### config.mk
export PLATFORM = sky130hd
export DESIGN_NAME = uart_echo_buf
export DESIGN_NICKNAME = d
export VERILOG_FILES = /design/src/rtl/uart_echo_pkg.sv /design/src/rtl/sync_fifo.sv /design/src/rtl/uart_echo_buf.sv
export SDC_FILE = /design/constraint.sdc
export NUM_CORES = 1
export LEC_CHECK = 0
export CORE_ASPECT_RATIO = 1.75
export CORE_UTILIZATION = 55
export CTS_CLUSTER_DIAMETER = 80
export DETAILED_ROUTE_END_ITERATION = 10
export PLACE_DENSITY_LB_ADDON = 0.12
export SETUP_SLACK_MARGIN = 0.15
export SLEW_MARGIN = 20
export SYNTH_ARGS = -nofsm -noshare
export SYNTH_HDL_FRONTEND = slang
export SYNTH_SLANG_ARGS = --single-unit
### constraint.sdc
create_clock -name clock -period 3.7 [get_ports clock]
set_clock_uncertainty 0.2 [all_clocks]
set_input_delay 0.555 -clock clock [delete_from_list [all_inputs] [get_ports clock]]
set_output_delay 0.555 -clock clock [all_outputs]
set_load 0.01 [all_outputs]
### src/rtl/uart_echo_pkg.sv
// Shared encodings and constants for the buffered UART echo block.
package uart_echo_pkg;

    typedef enum logic [1:0] {
        MODE_ECHO  = 2'b00,
        MODE_UPPER = 2'b01,
        MODE_CRLF  = 2'b10,
        MODE_MUTE  = 2'b11
    } mode_e;

    typedef enum logic [2:0] {
        IDLE,
        LOAD,
        WAIT_ACK,
        WAIT_DONE,
        GAP,
        LF
    } state_e;

    localparam logic [7:0]  ASCII_CR    = 8'h0D;
    localparam logic [7:0]  ASCII_LF    = 8'h0A;
    localparam int unsigned ACK_TIMEOUT = 16;

endpackage

### src/rtl/sync_fifo.sv
// Single-clock FIFO with show-ahead read data and an occupancy count.
// A push into a full FIFO is accepted only when a pop happens in the same cycle.
module sync_fifo #(
    parameter int unsigned DATA_W = 8,
    parameter int unsigned DEPTH  = 16
) (
    input  logic                         clk_i,
    input  logic                         rst_ni,
    input  logic                         push_i,
    input  logic [DATA_W-1:0]            wdata_i,
    input  logic                         pop_i,
    output logic [DATA_W-1:0]            rdata_o,
    output logic                         full_o,
    output logic                         empty_o,
    output logic [$clog2(DEPTH+1)-1:0]   count_o
);

    localparam int unsigned AW = $clog2(DEPTH);
    localparam int unsigned CW = $clog2(DEPTH+1);

    logic [DATA_W-1:0] mem_q [DEPTH];
    logic [AW-1:0]     wptr_q, wptr_d;
    logic [AW-1:0]     rptr_q, rptr_d;
    logic [CW-1:0]     count_q, count_d;
    logic              do_push, do_pop;

    assign full_o  = (count_q == CW'(DEPTH));
    assign empty_o = (count_q == '0);
    assign count_o = count_q;
    assign rdata_o = mem_q[rptr_q];

    assign do_pop  = pop_i && !empty_o;
    assign do_push = push_i && (!full_o || do_pop);

    // Next pointer and occupancy values; pointers wrap naturally at DEPTH.
    always_comb begin
        wptr_d  = wptr_q;
        rptr_d  = rptr_q;
        count_d = count_q;
        if (do_push) wptr_d = wptr_q + AW'(1);
        if (do_pop)  rptr_d = rptr_q + AW'(1);
        case ({do_push, do_pop})
            2'b10:   count_d = count_q + CW'(1);
            2'b01:   count_d = count_q - CW'(1);
            default: count_d = count_q;
        endcase
    end

    // Pointer and count registers.
    always_ff @(posedge clk_i or negedge rst_ni) begin
        if (!rst_ni) begin
            wptr_q  <= '0;
            rptr_q  <= '0;
            count_q <= '0;
        end else begin
            wptr_q  <= wptr_d;
            rptr_q  <= rptr_d;
            count_q <= count_d;
        end
    end

    // Storage array; contents need no reset since count gates every read.
    always_ff @(posedge clk_i) begin
        if (do_push) mem_q[wptr_q] <= wdata_i;
    end

endmodule

### src/rtl/uart_echo_buf.sv
// Buffered UART echo: FIFO between receiver and transmitter, with optional
// uppercase / CR->CRLF transforms, lost-ack guard and inter-byte gap.
module uart_echo_buf
    import uart_echo_pkg::*;
#(
    parameter int unsigned DATA_W     = 8,
    parameter int unsigned DEPTH      = 16,
    parameter int unsigned GAP_CYCLES = 50000
) (
    input  logic                        clock,
    input  logic                        reset,
    input  logic [DATA_W-1:0]           rx_data,
    input  logic                        new_rx_data,
    input  logic                        tx_busy,
    input  logic [1:0]                  mode,
    input  logic                        ovf_clr,
    output logic [DATA_W-1:0]           tx_data,
    output logic                        tx_begin,
    output logic [$clog2(DEPTH+1)-1:0]  fifo_count,
    output logic                        overflow,
    output logic                        tx_idle
);

    localparam int unsigned ACK_W    = $clog2(ACK_TIMEOUT);
    localparam logic [ACK_W-1:0] ACK_LAST = ACK_W'(ACK_TIMEOUT - 1);
    localparam int unsigned GAP_W    = (GAP_CYCLES > 1) ? $clog2(GAP_CYCLES) : 1;
    localparam logic [GAP_W-1:0] GAP_LAST = GAP_W'((GAP_CYCLES > 0) ? GAP_CYCLES - 1 : 0);

    state_e              state_q, state_d;
    mode_e               mode_q, mode_d;
    logic [DATA_W-1:0]   byte_q, byte_d;
    logic [DATA_W-1:0]   tx_data_q, tx_data_d;
    logic                tx_begin_q, tx_begin_d;
    logic [ACK_W-1:0]    ack_cnt_q, ack_cnt_d;
    logic [GAP_W-1:0]    gap_cnt_q, gap_cnt_d;
    logic                lf_sent_q, lf_sent_d;
    logic                overflow_q, overflow_d;

    logic                pop;
    logic                fifo_full, fifo_empty;
    logic [DATA_W-1:0]   fifo_rdata;
    logic [DATA_W-1:0]   xform;
    logic                is_cr;

    sync_fifo #(
        .DATA_W (DATA_W),
        .DEPTH  (DEPTH)
    ) u_fifo (
        .clk_i   (clock),
        .rst_ni  (reset),
        .push_i  (new_rx_data),
        .wdata_i (rx_data),
        .pop_i   (pop),
        .rdata_o (fifo_rdata),
        .full_o  (fifo_full),
        .empty_o (fifo_empty),
        .count_o (fifo_count)
    );

    assign tx_data  = tx_data_q;
    assign tx_begin = tx_begin_q;
    assign overflow = overflow_q;
    assign tx_idle  = fifo_empty && (state_q == IDLE);
    assign is_cr    = (DATA_W == 8) && (byte_q == DATA_W'(ASCII_CR));

    // Byte transform for the mode latched at pop time.
    always_comb begin
        xform = byte_q;
        if ((DATA_W == 8) && (mode_q == MODE_UPPER) &&
            (byte_q >= DATA_W'(8'h61)) && (byte_q <= DATA_W'(8'h7A)))
            xform = byte_q - DATA_W'(8'h20);
    end

    // Transmit FSM next-state and output decode.
    // Pops are held off while the transmitter is busy so no byte is started
    // over a frame that is still in flight.
    always_comb begin
        state_d    = state_q;
        mode_d     = mode_q;
        byte_d     = byte_q;
        tx_data_d  = tx_data_q;
        tx_begin_d = 1'b0;
        ack_cnt_d  = ack_cnt_q;
        gap_cnt_d  = gap_cnt_q;
        lf_sent_d  = lf_sent_q;
        pop        = 1'b0;
        case (state_q)
            IDLE: begin
                if (!fifo_empty && !tx_busy) begin
                    pop       = 1'b1;
                    byte_d    = fifo_rdata;
                    mode_d    = mode_e'(mode);
                    lf_sent_d = 1'b0;
                    state_d   = LOAD;
                end
            end
            LOAD: begin
                if (mode_q == MODE_MUTE) begin
                    state_d = IDLE;
                end else if (!tx_busy) begin
                    tx_data_d  = xform;
                    tx_begin_d = 1'b1;
                    ack_cnt_d  = '0;
                    state_d    = WAIT_ACK;
                end
            end
            WAIT_ACK: begin
                if (tx_busy || (ack_cnt_q == ACK_LAST))
                    state_d = WAIT_DONE;
                else
                    ack_cnt_d = ack_cnt_q + ACK_W'(1);
            end
            WAIT_DONE: begin
                if (!tx_busy) begin
                    if ((mode_q == MODE_CRLF) && is_cr && !lf_sent_q) begin
                        state_d = LF;
                    end else if (GAP_CYCLES > 0) begin
                        gap_cnt_d = '0;
                        state_d   = GAP;
                    end else begin
                        state_d = IDLE;
                    end
                end
            end
            LF: begin
                tx_data_d  = DATA_W'(ASCII_LF);
                tx_begin_d = 1'b1;
                lf_sent_d  = 1'b1;
                ack_cnt_d  = '0;
                state_d    = WAIT_ACK;
            end
            GAP: begin
                if (gap_cnt_q == GAP_LAST)
                    state_d = IDLE;
                else
                    gap_cnt_d = gap_cnt_q + GAP_W'(1);
            end
            default: state_d = IDLE;
        endcase
    end

    // Sticky overflow: a new drop in the same cycle as a clear wins.
    always_comb begin
        overflow_d = overflow_q;
        if (ovf_clr) overflow_d = 1'b0;
        if (new_rx_data && fifo_full && !pop) overflow_d = 1'b1;
    end

    // State and datapath registers.
    always_ff @(posedge clock or negedge reset) begin
        if (!reset) begin
            state_q    <= IDLE;
            mode_q     <= MODE_ECHO;
            byte_q     <= '0;
            tx_data_q  <= '0;
            tx_begin_q <= 1'b0;
            ack_cnt_q  <= '0;
            gap_cnt_q  <= '0;
            lf_sent_q  <= 1'b0;
            overflow_q <= 1'b0;
        end else begin
            state_q    <= state_d;
            mode_q     <= mode_d;
            byte_q     <= byte_d;
            tx_data_q  <= tx_data_d;
            tx_begin_q <= tx_begin_d;
            ack_cnt_q  <= ack_cnt_d;
            gap_cnt_q  <= gap_cnt_d;
            lf_sent_q  <= lf_sent_d;
            overflow_q <= overflow_d;
        end
    end

endmodule

# Yosys cells after proc, flatten, opt, wreduce, memory -nomap -nowiden
# Memory sizes are Yosys's and may differ from the RTL's. A register that Yosys moved wholly into a read port is not among the register bits.
# Index checks and enable logic that the tools add are counted.
# totals
output_inout_bits,16
in_bits,15
elab_cells,109
memories,1
ramBits,128
register_bits,49
# classes
n_lt_le_gt_ge,2
n_reduce_logical,32
mux,32
n_eq_ne,24
addsub,7
# mem_list
name,depth,width,read_ports,rd_ports_with_merged_regs,write_ports,line,text
u_fifo.mem_q,16,8,1,1,1,sync_fifo.sv:21,logic [DATA_W-1:0] mem_q [DEPTH];
# op_table
cell,n
2-to-1 mux 16 bit,3
case mux 16 bit (2 select lines),1
2-to-1 mux 8 bit,3
2-to-1 mux 3 bit,6
case mux 3 bit (6 select lines),1
adder 16 x 1 -> 16 bit (second input constant),1
equality test 16 bit (second input constant),1
!= test 2 bit (second input constant),8
case mux 8 bit (2 select lines),1
adder 4 x 1 -> 4 bit (second input constant),3
2-to-1 mux 4 bit,3
case mux 4 bit (3 select lines),1
logical AND 1 bit,10
2-to-1 mux 1 bit,10
case mux 5 bit (2 select lines),1
nonzero test 2 bit,5
equality test 8 x 4 -> 1 bit (second input constant),1
greater-or-equal comparator 8 x 7 -> 1 bit (second input constant),1
<= comparator 8 x 7 -> 1 bit (second input constant),1
AND reduction 4 bit,2
subtractor 8 x 6 -> 8 bit (second input constant),1
equality test 2 bit (second input constant),3
equality test 3 x 2 -> 1 bit (second input constant),2
equality test 3 bit (second input constant),2
17 further kinds,26

# Depth between registers and ports, before layout
# Gate-level depths: netlist of run 1.
# logic_depth
depth_word,10
depth_mapped,10
ltp_nobuf,8

# Cells and area by module
# A second synthesis of run 1 with hierarchy kept.
# hier_totals
hier_cells,513
area_unflattened_um2,7975.1
# by_module_without_submodules
mod,cells_each,area_each_um2,instances
sync_fifo,301,5774.3,1
uart_echo_buf,212,2200.9,1

# Worst setup path after synthesis of run 1
# No wires, ideal clock.
# synth_timing
path_type,in2reg
start,input port tx_busy
end,"register u_fifo.count_q[2], in the netlist u_fifo.count_o[2]"
n_path_buf,2
stages,9
t_arrival_ns,2.376
t_required_ns,3.371
setup_slack_ns,0.995
cell_sequence,buf_6 > or4_1 > clkbuf_1 > a211oi_1 > xor2_1 > ha_1 > a2111oi_0 > a21oi_1 > xnor2_1
# synth_via
elab_chain_cells,9
word_cells_on_any_way,11
# synth_rtl
item,line,text
start: declaration,uart_echo_buf.sv:14,"input logic tx_busy,"
zero test 1 bit (*),n/a,
logical AND 1 bit (*),uart_echo_buf.sv:89,if (!fifo_empty && !tx_busy) begin
2-to-1 mux 1 bit (*),uart_echo_buf.sv:89,
2-to-1 mux 1 bit (*),uart_echo_buf.sv:87,case (state_q)
logical AND 1 bit (*),sync_fifo.sv:32,assign do_pop = pop_i && !empty_o;
logical OR 1 bit,sync_fifo.sv:33,assign do_push = push_i && (!full_o || do_pop);
logical AND 1 bit,sync_fifo.sv:33,
equality test 2 x 1 -> 1 bit / equality test 2 bit (equally long branches),sync_fifo.sv:42,"case ({do_push, do_pop})"
case mux 5 bit (2 select lines) / nonzero test 2 bit (equally long branches),n/a,
end signal: assignment,sync_fifo.sv:58,count_q <= count_d;
end: declaration,sync_fifo.sv:24,"logic [CW-1:0] count_q, count_d;"
# Mark *: on every way between the ends. The rest lies on a longest branch, timed or not.
# A chain may end at the register's enable or synchronous reset.

# Worst setup path after layout of run 1
# layout_timing
start,"register u_fifo.count_q[1], in the netlist u_fifo.count_o[1]"
end,output port tx_idle
# layout_via
elab_chain_cells,2
# layout_rtl
item,line,text
zero test 5 bit,sync_fifo.sv:28,assign empty_o = (count_q == '0);
logical AND 1 bit,uart_echo_buf.sv:63,assign tx_idle = fifo_empty && (state_q == IDLE);
end: declaration,uart_echo_buf.sv:21,output logic tx_idle
# Every way passes these cells.

==> out/results.tsv, run 1 <==
metric	value	unit
setup_viol	0	
drt_iter0_drc	189	
die_area	14800	um^2
die_h	160	um
nets	565	
cts_tree	yes	
period_minus_slack	3.19	ns
gp_congestion	0.847	
clockBufferDepth	2	
drive_gt1_frac	0.155	
maxSlewHeadroom	0.312	
tightest_slew	1.03	ns
start_util	0.565	
synth_seq_area_share	0.671	
synth_edf_count	128	
synth_cell_types	61	
p_per_area	759	nW/um^2
worstPathRequired	2.94	ns
power.leakage	3.21	nW
min_to	tx_data[7]$_DFFE_PN0P_	
post_cts_buffers	0	
coreArea	13900	um^2
h-tree-depth	4	
status	finished clean	
n_antenna_cell	0	
grt_max_degree	34	
vias	4322	
synth_fp_nets	525	
drt-pass1-iter-count	4	
cp_max_fo	10	
fin_setup_tns	0	ns
synthArstFlopShare	0.308	
worstHoldPathCells	2	
fmax	0.314	GHz
syn_inst	501	
hold_viol	0	
synth_area	7850	um^2
route.detailed.drc	0	
cap_violations	0	
io_buffers	30	
post_dp_cell_area	8340	um^2
antenna_found_initial	0	
worst-setup-path-type	reg -> out	
grt_pass1_vias	4613	
yosys.area.top_type_share	0.490	
finalCritPeriodShare	0.861	
hold_buffers	1	
drt_wl_total	15.5	mm
antenna_left	0	
hpwlAfterDp	11.1	mm
yosysTopAreaCell	edfxtp_1	
rsz0062_at_grt	no	
clk_latency	0.42	ns
r2r_start	state_q[0]$_DFFE_PN0P_	
rr_worst_depth	7	
synthFlopType	edfxtp_1	
synth-seq-cells	185	
maxSlewViolCount	0	
cts_resized	0	
drt-wirelength-per-cell	21.3	um
clkSinkCount	185	
reg2reg_slack	0.83	ns
grt.overflow.total	0	
min_from	tx_data[7]$_DFFE_PN0P_	
die_w	92.3	um
crit_path_end_kind	primary output	
design_area	8960	um^2
grt.total_usage	0.227	
yosys_warnings	0	
reg2reg_to	u_fifo.count_o[2]$_DFFE_PN0P_	
rows	57	
p_total	6.80	mW
cts_buffers	17	
vias_per_cell	5.91	
peakVddDrop	0.353	mV
hold_class	reg -> reg	
syn_to_final_growth	14.1	%
syn_avg_cell_area	15.7	um^2
synth.area.top_cells	edfxtp_1 49%, dfrtp_1 18%, mux4_2 9.2%	
path_clk_slew	0.08	ns
io-pin-count	31	
worstPathArrival	2.43	ns
clockRootBuffer	clkbuf_16	
grt_pass1_wl	24.7	mm
start_kind	register	
cells by family (layout without fill, tap and decap cells):
kind of cell | Yosys count | count (layout) | synth area share
mux | 51 | 51 | 0.116
compound gates | 70 | 70 | 0.0617
fa+ha+maj | 9 | 9 | 0.0143
buf+inv | 38 | 91 | 0.0237
flops | 185 | 185 | 0.671
xor+xnor | 17 | 17 | 0.0190
simple gates | 131 | 131 | 0.0940
synthesized netlist by cell type, types with 3 or more instances:
cell and n:
xnor2_1 10, inv_1 15, nand4_1 8, clkbuf_1 10, a21oi_1 18, nor4_1 5
or3_1 7, buf_6 3, and4_1 3, buf_2 6, or4_1 5, mux2i_1 19
dfrtp_1 57, xor2_1 7, nor2_1 13, a22o_1 3, nand3_1 15, ha_1 9
mux4_2 32, edfxtp_1 128, o211ai_1 4, o221ai_1 8, o21ai_0 10, a32o_1 3
and2_1 15, nand2_1 36, o31ai_1 5, and3_1 4
layout by cell type (no fill, tap or decap), types with 4 or more instances in the layout:
master	count
a21oi_1	18
and2_1	15
and3_1	4
buf_4	13
clkbuf_16	17
clkdlybuf4s50_1	29
dfrtp_1	56
edfxtp_1	128
ha_1	9
inv_1	15
inv_6	4
mux2i_1	19
mux4_2	32
nand2_1	36
nand3_1	15
nand4_1	8
nor2_1	13
nor4_1	5
o211ai_1	4
o21ai_0	10
o221ai_1	8
o31ai_1	5
or3_1	7
or4_1	5
xnor2_1	10
xor2_1	7
layout make-up:
| cell class | count | area (um^2) |
|---|---|---|
| tap | 177 | 221 |
| inverter | 15 | 56.3 |
| sequential | 185 | 5270 |
| timing repair buffer | 44 | 403 |
| fill | 994 | 4950 |
| clock inverter | 14 | 181 |
| clock buffer | 18 | 429 |
| multi-input combinational | 278 | 2390 |
state kept, by name (all words and copies together), names as in the netlist:
| signal | count |
|---|---|
| overflow | 1 |
| u_fifo.mem_q | 128 |
| gap_cnt_q | 16 |
| lf_sent_q | 1 |
| u_fifo.wptr_q | 4 |
| byte_q | 8 |
| u_fifo.count_o | 5 |
| tx_data | 8 |
| mode_q | 2 |
| tx_begin | 1 |
| state_q | 3 |
| ack_cnt_q | 4 |
| u_fifo.rptr_q | 4 |
routing by layer:
metal  global-route usage  vias to the layer above  share of wire
li1                     -                     2040              -
met1                0.246                     2166           0.36
met2                0.432                       99           0.59
met3               0.0367                       17          0.026
met4               0.0852                        0          0.023
met5                    0                        -              0
power by group:
part	internal (mW)	switching [mW]	leakage, nW
Combinational	0.947	0.943	1.03
Sequential	2.62	0.451	1.89
Clock	1.03	0.807	0.295
worst max-delay path by stage:
| stage | to | slack [ns] | cells past startpoint | start |
|---|---|---|---|---|
| finish | tx_idle | 0.51 | 3 | u_fifo.count_o[1]$_DFFE_PN0P_ |
| global route | tx_idle | 0.38 | 3 | u_fifo.count_o[1]$_DFFE_PN0P_ |
| CTS | tx_idle | 0.51 | 3 | u_fifo.count_o[1]$_DFFE_PN0P_ |
| detailed placement | u_fifo.count_o[2]$_DFFE_PN0P_ | 0.52 | 8 | tx_busy |
| global placement | u_fifo.count_o[2]$_DFFE_PN0P_ | 0.57 | 8 | tx_busy |
| floorplan | u_fifo.count_o[2]$_DFFE_PN0P_ | 1.0 | 9 | tx_busy |
critical path: stages, from the launching register on:
cell and delay, ns:
dfrtp_1 0.50, or4_1 0.68, nor3_1 0.25, clkdlybuf4s50_1 0.57
metrics by stage:
step | util | worst slack [ns] | hold WS, ns | instances
2_1_floorplan | - | 0.995 | 0.0594 | 501
3_3_place_gp | 0.599 | 0.575 | 0.274 | 698
3_5_place_dp | 0.599 | 0.524 | 0.288 | 698
4_1_cts | 0.644 | 0.513 | 0.304 | 731
5_1_grt | 0.644 | 0.383 | 0.321 | 731
6_report | 0.644 | 0.514 | 0.296 | 731
No activity file was read; power rests on OpenSTA's default activity.
==> run 2: changes to the inputs <==
--- a/config.mk
+++ b/config.mk
@@ -6,7 +6,7 @@
 export NUM_CORES = 1
 export LEC_CHECK = 0
 export CORE_ASPECT_RATIO = 1.75
-export CORE_UTILIZATION = 55
+export CORE_UTILIZATION = 25
 export CTS_CLUSTER_DIAMETER = 80
 export DETAILED_ROUTE_END_ITERATION = 10
 export PLACE_DENSITY_LB_ADDON = 0.12
==> out/results.tsv, run 2 (same netlist as run 1, synthesis figures left out) <==
metric	value	unit
status	finished clean	
coreArea	30800	um^2
crit_slowest_cell	or4_1	
fin_util	0.300	
io-pin-count	31	
nets	570	
setup_viol	0	
clockRootBuffer	clkbuf_16	
regArea	5270	um^2
hpwlAfterDp	13.6	mm
path_buf_inv	1	
clkSinkCount	185	
grt_pass1_vias	4769	
die_h	236	um
clk_latency	0.45	ns
worstPathRequired	2.94	ns
stdcell_count	950	
peakVddDrop	0.289	mV
path_clk_slew	0.07	ns
route.detailed.drc	0	
hold_viol	0	
start_util	0.255	
cp_top_family	simple AND/OR/NAND/NOR gates	
p_total	6.89	mW
rsz0062_at_grt	no	
tightest_slew	1.10	ns
drt-wirelength-per-cell	20.3	um
power.leakage	3.23	nW
drive_gt1_frac	0.165	
largest_register_ffs	128	
p_per_area	746	nW/um^2
vias	4423	
gp_congestion	0.742	
h-tree-depth	4	
drt-pass1-iter-count	4	
period_minus_slack	3.23	ns
grt_max_degree	36	
cp_cell_sequence	or4_1 > nor3_1 > clkdlybuf4s50_1	
cp_max_fo	10	
mostFrequentLayoutCell	edfxtp_1	
grt.total_usage	0.129	
syn_to_final_growth	17.7	%
die_area	32100	um^2
io_buffers	30	
finalCritPeriodShare	0.873	
place_inst	917	
drt_wl_total	19.3	mm
worst-setup-path-type	reg -> out	
vias_per_cell	4.66	
drt_iter0_drc	175	
clockBufferDepth	2	
final_cell_mix	128 x edfxtp_1, 56 x dfrtp_1, 36 x nand2_1	
dp_slack	0.468	ns
layout_setup_ws	0.470	ns
maxSlewViolCount	0	
fin_setup_tns	0	ns
cts_resized	0	
antenna_found_initial	0	
grt_pass1_wl	29.3	mm
top_regs	u_fifo.mem_q: 128 flops, gap_cnt_q: 16 flops	
maxSlewHeadroom	0.270	
worstPathArrival	2.47	ns
n_antenna_cell	0	
slowest_delay	0.71	ns
cap_violations	0	
crit_path_end_kind	primary output	
fillers	3089	
die_w	136	um
start_kind	register	
fmax	0.310	GHz
hold_class	reg -> reg	
largest_register	u_fifo.mem_q	
cts_tree	yes	
antenna_left	0	
cts_buffers	17	
rows	85	
grt.overflow.total	0	
multiInputGateArea	2390	um^2
-- run 2: through the flow --
stage	hold slack (ns)	instance area, um^2
after floorplan	0.0594	7850
after global placement	0.285	8650
after detailed placement	0.283	8650
after CTS	0.300	9240
after global routing	0.340	9240
final	0.303	9240
-- run 2: power breakdown --
part	internal (mW)	switching, mW	total [mW]	leakage [nW]
clock network	0.899	0.883	1.78	0.285
logic	0.990	1.14	2.13	1.06
registers	2.62	0.361	2.98	1.89
-- run 2: path summary, 6_finish.rpt --
kind,slack (ns),cells after the start,end,startpoint
worst max-delay path,0.47,3,tx_idle,u_fifo.count_o[1]$_DFFE_PN0P_
worst min-delay path,0.30,2,tx_data[7]$_DFFE_PN0P_,tx_data[7]$_DFFE_PN0P_
worst min register to register,0.30,2,tx_data[7]$_DFFE_PN0P_,tx_data[7]$_DFFE_PN0P_
min in group asynchronous,0.45,2,gap_cnt_q[5]$_DFFE_PN0P_,reset
worst max register to register,0.94,5,u_fifo.mem_q[14][5]$_DFFE_PP_,u_fifo.count_o[1]$_DFFE_PN0P_
max in group asynchronous,2.14,3,u_fifo.count_o[1]$_DFFE_PN0P_,reset
-- run 2: per-layer routing --
layer,wire (um),vias up,global-route usage
met5,0,-,0
met3,486,22,0.0303
li1,-,2052,-
met1,7310,2284,0.134
met4,499,0,0.0542
met2,11000,65,0.242
-- run 2: worst reg2reg max path, delay by kind of cell, from the launching register on --
family	cells	cell delay, ns
AO/OA/AOI/OAI	1	0.34
buffers and inverters	1	0.19
flip-flops	1	0.50
AND/OR/NAND/NOR	3	1.24
-- run 2: area by class of cell --
cell class / instances / share of cell area
clock buffers: 17 / 0.0460
flip-flops and latches: 185 / 0.570
multi-input cells: 278 / 0.259
inverters: 15 / 0.00609
clock inverters: 15 / 0.0165
repair buffers: 49 / 0.0490
well taps: 391 / 0.0529
-- run 2: what timing repair did --
action	CTS	global route
buffers inserted	0	0
endpoints found under the hold margin	24	0
hold buffers	1	0
endpoints found under the setup margin	0	0
